File: config.mk
export PLATFORM = sky130hd
export DESIGN_NAME = mem_arbiter
export DESIGN_NICKNAME = d
export VERILOG_FILES = /design/src/rtl/mem_arb_pkg.sv /design/src/rtl/mem_arbiter_rr_picker.sv /design/src/rtl/mem_arbiter.sv
export SDC_FILE = /design/constraint.sdc
export NUM_CORES = 1
export LEC_CHECK = 0
export CAP_MARGIN = 20
export CORE_MARGIN = 1
export CORE_UTILIZATION = 33
export CTS_CLUSTER_SIZE = 10
export DETAILED_ROUTE_END_ITERATION = 10
export PLACE_DENSITY = 0.86
export SETUP_SLACK_MARGIN = 0.1
export SLEW_MARGIN = 20
export SYNTH_ARGS = -nofsm -noshare
export SYNTH_HDL_FRONTEND = slang
export SYNTH_HIERARCHICAL = 1
export SYNTH_SLANG_ARGS = --single-unit
File: constraint.sdc
create_clock -name clk -period 3.4 [get_ports clk]
set_input_delay 0.68 -clock clk [delete_from_list [all_inputs] [get_ports clk]]
set_output_delay 0.68 -clock clk [all_outputs]
set_load 0.05 [all_outputs]
File: src/rtl/mem_arb_pkg.sv
// Shared types and helpers for the memory arbiter and its picker.
// Holds FSM state encoding, requester limit and address-width helper.
package mem_arb_pkg;

    localparam int MAX_REQ = 8;

    typedef enum logic [1:0] {
        ST_IDLE   = 2'd0,
        ST_ACCESS = 2'd1,
        ST_DONE   = 2'd2
    } state_t;

    function automatic int addr_width(input int size);
        return (size > 1) ? $clog2(size) : 1;
    endfunction

endpackage

File: src/rtl/mem_arbiter_rr_picker.sv
// Combinational round-robin picker: first set request after last_grant.
// Search wraps modulo N; valid is low when no request is pending.
module rr_picker #(
    parameter int N  = 2,
    parameter int IW = 1
) (
    input  logic [N-1:0]  req,
    input  logic [IW-1:0] last_grant,
    output logic          valid,
    output logic [IW-1:0] winner
);

    logic [IW-1:0] idx;

    // Walk N positions starting one past last_grant; keep the first hit.
    always_comb begin
        valid  = 1'b0;
        winner = '0;
        idx    = last_grant;
        for (int i = 0; i < N; i++) begin
            idx = (idx == IW'(N - 1)) ? '0 : idx + 1'b1;
            if (req[idx] && !valid) begin
                valid  = 1'b1;
                winner = idx;
            end
        end
    end

endmodule

File: src/rtl/mem_arbiter.sv
// Round-robin arbiter sharing one memory port, one transaction in flight.
// Optional MEM_ARB_LOCK_EN adds a lock port for back-to-back locked access.
module mem_arbiter
    import mem_arb_pkg::*;
#(
    parameter int MEM_WIDTH = 32,
    parameter int MEM_SIZE  = 256,
    parameter int NUM_REQ   = 2,
    localparam int AW = addr_width(MEM_SIZE),
    localparam int IW = (NUM_REQ > 1) ? $clog2(NUM_REQ) : 1
) (
    input  logic                         clk,
    input  logic                         reset,
    input  logic [NUM_REQ-1:0]           req,
    input  logic [NUM_REQ*AW-1:0]        req_addr,
    input  logic [NUM_REQ-1:0]           req_write_en,
    input  logic [NUM_REQ-1:0]           req_read_en,
    input  logic [NUM_REQ*MEM_WIDTH-1:0] req_write_val,
    output logic [NUM_REQ-1:0]           ack,
    output logic [MEM_WIDTH-1:0]         read_val,
    output logic [AW-1:0]                mem_addr,
    output logic                         mem_write_en,
    output logic                         mem_read_en,
    output logic [MEM_WIDTH-1:0]         mem_write_val,
    input  logic [MEM_WIDTH-1:0]         mem_read_val
`ifdef MEM_ARB_LOCK_EN
    ,
    input  logic [NUM_REQ-1:0]           lock
`endif
);

    state_t        state;
    logic [IW-1:0] grant_idx;
    logic [IW-1:0] last_grant;
    logic          pick_valid;
    logic [IW-1:0] pick_idx;

    logic [AW-1:0]        sel_addr;
    logic                 sel_we;
    logic                 sel_re;
    logic [MEM_WIDTH-1:0] sel_wval;

    rr_picker #(
        .N  (NUM_REQ),
        .IW (IW)
    ) u_pick (
        .req        (req),
        .last_grant (last_grant),
        .valid      (pick_valid),
        .winner     (pick_idx)
    );

    assign sel_addr = req_addr[grant_idx*AW +: AW];
    assign sel_we   = req_write_en[grant_idx];
    assign sel_re   = req_read_en[grant_idx];
    assign sel_wval = req_write_val[grant_idx*MEM_WIDTH +: MEM_WIDTH];

    // Memory port is live only during ACCESS; write beats read.
    always_comb begin
        mem_addr      = '0;
        mem_write_en  = 1'b0;
        mem_read_en   = 1'b0;
        mem_write_val = '0;
        if (state == ST_ACCESS) begin
            mem_addr      = sel_addr;
            mem_write_val = sel_wval;
            mem_write_en  = sel_we;
            mem_read_en   = sel_re && !sel_we;
        end
    end

    // Arbitration FSM with registered grant, ack pulse and read data.
    always_ff @(posedge clk or negedge reset) begin
        if (!reset) begin
            state      <= ST_IDLE;
            grant_idx  <= '0;
            last_grant <= IW'(NUM_REQ - 1);
            ack        <= '0;
            read_val   <= '0;
        end else begin
            ack <= '0;
            unique case (state)
                ST_IDLE: begin
                    if (pick_valid) begin
                        grant_idx <= pick_idx;
                        state     <= ST_ACCESS;
                    end
                end
                ST_ACCESS: begin
                    read_val <= (sel_re && !sel_we) ? mem_read_val : '0;
                    ack      <= NUM_REQ'(1) << grant_idx;
                    state    <= ST_DONE;
                end
                ST_DONE: begin
`ifdef MEM_ARB_LOCK_EN
                    if (lock[grant_idx] && req[grant_idx]) begin
                        state <= ST_ACCESS;
                    end else begin
                        last_grant <= grant_idx;
                        state      <= ST_IDLE;
                    end
`else
                    last_grant <= grant_idx;
                    state      <= ST_IDLE;
`endif
                end
                default: state <= ST_IDLE;
            endcase
        end
    end

endmodule

==> metrics.yaml <==
firstDrtPassIters: 4
row_count: 28
synth-seq-cells: 38
synth-seq-area-share_pct: 44.7
rrSetupSlack_ns: 1.62
drc: 0
worst_pin_slew_ns: 0.828
period_minus_slack_ns: 2.92
synth_cells: 249
wirelength_mm: 7.84
fin_worst_skew_ns: 0.00540
first_iter_violations: 52
synth_top_area_share_pct: 43.5
rsz0062_at_grt: "no"
crit_start: "grant_idx$_DFFE_PN0P_"
antenna_found_initial: 0
syn_area_sq_mm: 0.00213
path_clk_slew_ns: 0.07
critPathMaxFanout: 35
ir_drop_mv: 0.661
clock_path_buffers: 2
slew_headroom_pct: 44.8
die_x_microns: 82.4
clock-root-buffer: "clkbuf_8"
num_vias: 2397
r2r_cells: 4
gp_congestion: 0.791
arrival_ns: 2.24
grt_first_pass_wirelength_mm: 10.8
vias_per_cell: 4.68
synth.area.top_cells: "dfrtp_1, mux2i_1, nand2_1"
nNetsFinal: 556
drtAntennaViolNets: 0
fillers: 494
cts_buffers: 5
yosysWarnings: 6
hold_viol: 0
antennaDiodeCount: 0
end_kind: "output pin"
maxCapViolations: 0
ys.flop_type: "dfrtp_1"
final_area_sq_mm: 0.00421
hold_class: "reg -> reg"
startpoint_type: "flop"
synth_edf_count: 0
holdBufCountCts: 0
die_area_sq_mm: 0.00678
layout-drive-gt1-share_pct: 4.35
p_per_area_mw_per_mm2: 993
post-cts-setup-buffers: 0
fin_tns_setup_ns: 0
wl_per_cell_microns: 15.3
port_buffers: 195
groute.usage.overall_pct: 21.3
reg2reg_from: "grant_idx$_DFFE_PN0P_"
synth_cell_types: 20
cts_tree: "done"
status: "finished, final reports clean"
clkLatencyLatePin_ns: 0.28
async_flop_share_pct: 100
cts_resized: 0
yosys.area.top_type: "dfrtp_1"
min_path_cells: 1
syn_area_per_cell_sq_um: 8.56
top_level_ports: 196
die_h_microns: 82.4
grt_pass1_vias: 2163
cts_sinks: 38
slew_violations: 0
leakagePower_uw: 0.00175
utilization_pct: 69.4
grt_overflow: 0
h-tree-depth: 2
grt_max_degree: 47
place_area_sq_mm: 0.00412
core_region_area_sq_mm: 0.00606
crit_required_ns: 2.72
mappedNetlistNets: 369
setup_violations: 0
worst-setup-path-type: "reg -> out"
area_delta_synth_final_pct: 97.5
start_util_pct: 35.2
hold_path_startpoint: "state[1]$_DFFE_PN0P_"
post-dp-hpwl_mm: 6.22
final_common_cell: "clkdlybuf4s50_1"
max_freq_mhz: 343
final_cell_mix: "clkdlybuf4s50_1, nand2_1, nor2_1, mux2i_1, dfrtp_1"
finalCritPeriodShare_pct: 85.8
## synthesized netlist by cell type, types with 2 or more instances
master,count
clkbuf_1,2
mux2i_1,41
nand2_1,65
mux2_2,2
o21ai_0,3
nor2_1,43
nand2b_1,2
o21ai_1,29
buf_6,3
buf_4,4
buf_2,10
dfrtp_1,37
## stage by stage
step / instances / power (uW) / hold slack [ns] / setup WS (ns)
global route: 512 / 4390 / 0.518 / 0.389
global placement: 504 / 3840 / 0.455 / 0.566
floorplan: 249 / 2850 / 0.384 / 0.815
finish: 512 / 4180 / 0.481 / 0.484
CTS: 512 / 4210 / 0.479 / 0.468
detailed placement: 504 / 3890 / 0.465 / 0.528
## worst max-delay path, stage by stage, from the launching register on
cell and delay (ns):
dfrtp_2 0.59, buf_12 0.29, mux2i_1 0.13, nor2_1 0.11
clkdlybuf4s50_1 0.81
## layer usage
| metal | vias to the layer above | global-route usage [%] | share of wire, % |
|---|---|---|---|
| met3 | 9 | 4.73 | 9.3 |
| met2 | 108 | 38.8 | 52 |
| li1 | 1186 | - | - |
| met1 | 1094 | 25.1 | 37 |
| met5 | - | 0 | 0 |
| met4 | 0 | 5.44 | 1.5 |
## final timing paths
kind / end
max in group asynchronous: grant_idx$_DFFE_PN0P_
setup reg to reg: read_val[11]$_DFFE_PN0N_
hold reg to reg: state[0]$_DFFE_PN0P_
setup / recovery: mem_write_val[2]
min in group asynchronous: read_val[1]$_DFFE_PN0N_
hold / removal: state[0]$_DFFE_PN0P_
## sequential cells by signal (all words and copies together), names as in the netlist
signal,count
ack,2
grant_idx,1
last_grant,1
read_val,32
state,2
## area by class of cell
cell class	instances	area [sq um]	share of cell area, %
timing repair buffer	199	2010	47.8
multi-input combinational	190	1050	25.0
sequential	38	953	22.7
inverter	2	7.51	0.178
clock buffer	8	90.1	2.14
tap	75	93.8	2.23
## power by group
part | switching, uW | internal [uW] | leakage [uW] | total, uW
sequential | 147 | 674 | 0.000506 | 821
clock | 149 | 165 | 0.0000455 | 315
combinational | 1990 | 1050 | 0.00120 | 3040
total | 2280 | 1890 | 0.00175 | 4180
## cell families (layout without fill, tap and decap cells)
| logic type | count (synthesis) | after routing | share of synthesized area (%) |
|---|---|---|---|
| AOI/OAI and AO/OA | 34 | 34 | 8.40 |
| buffers and inverters | 21 | 209 | 6.05 |
| DFF | 38 | 38 | 44.7 |
| and+or+nand+nor | 113 | 113 | 20.6 |
| muxes | 43 | 43 | 20.3 |
Power figures use the tool's default switching activity.
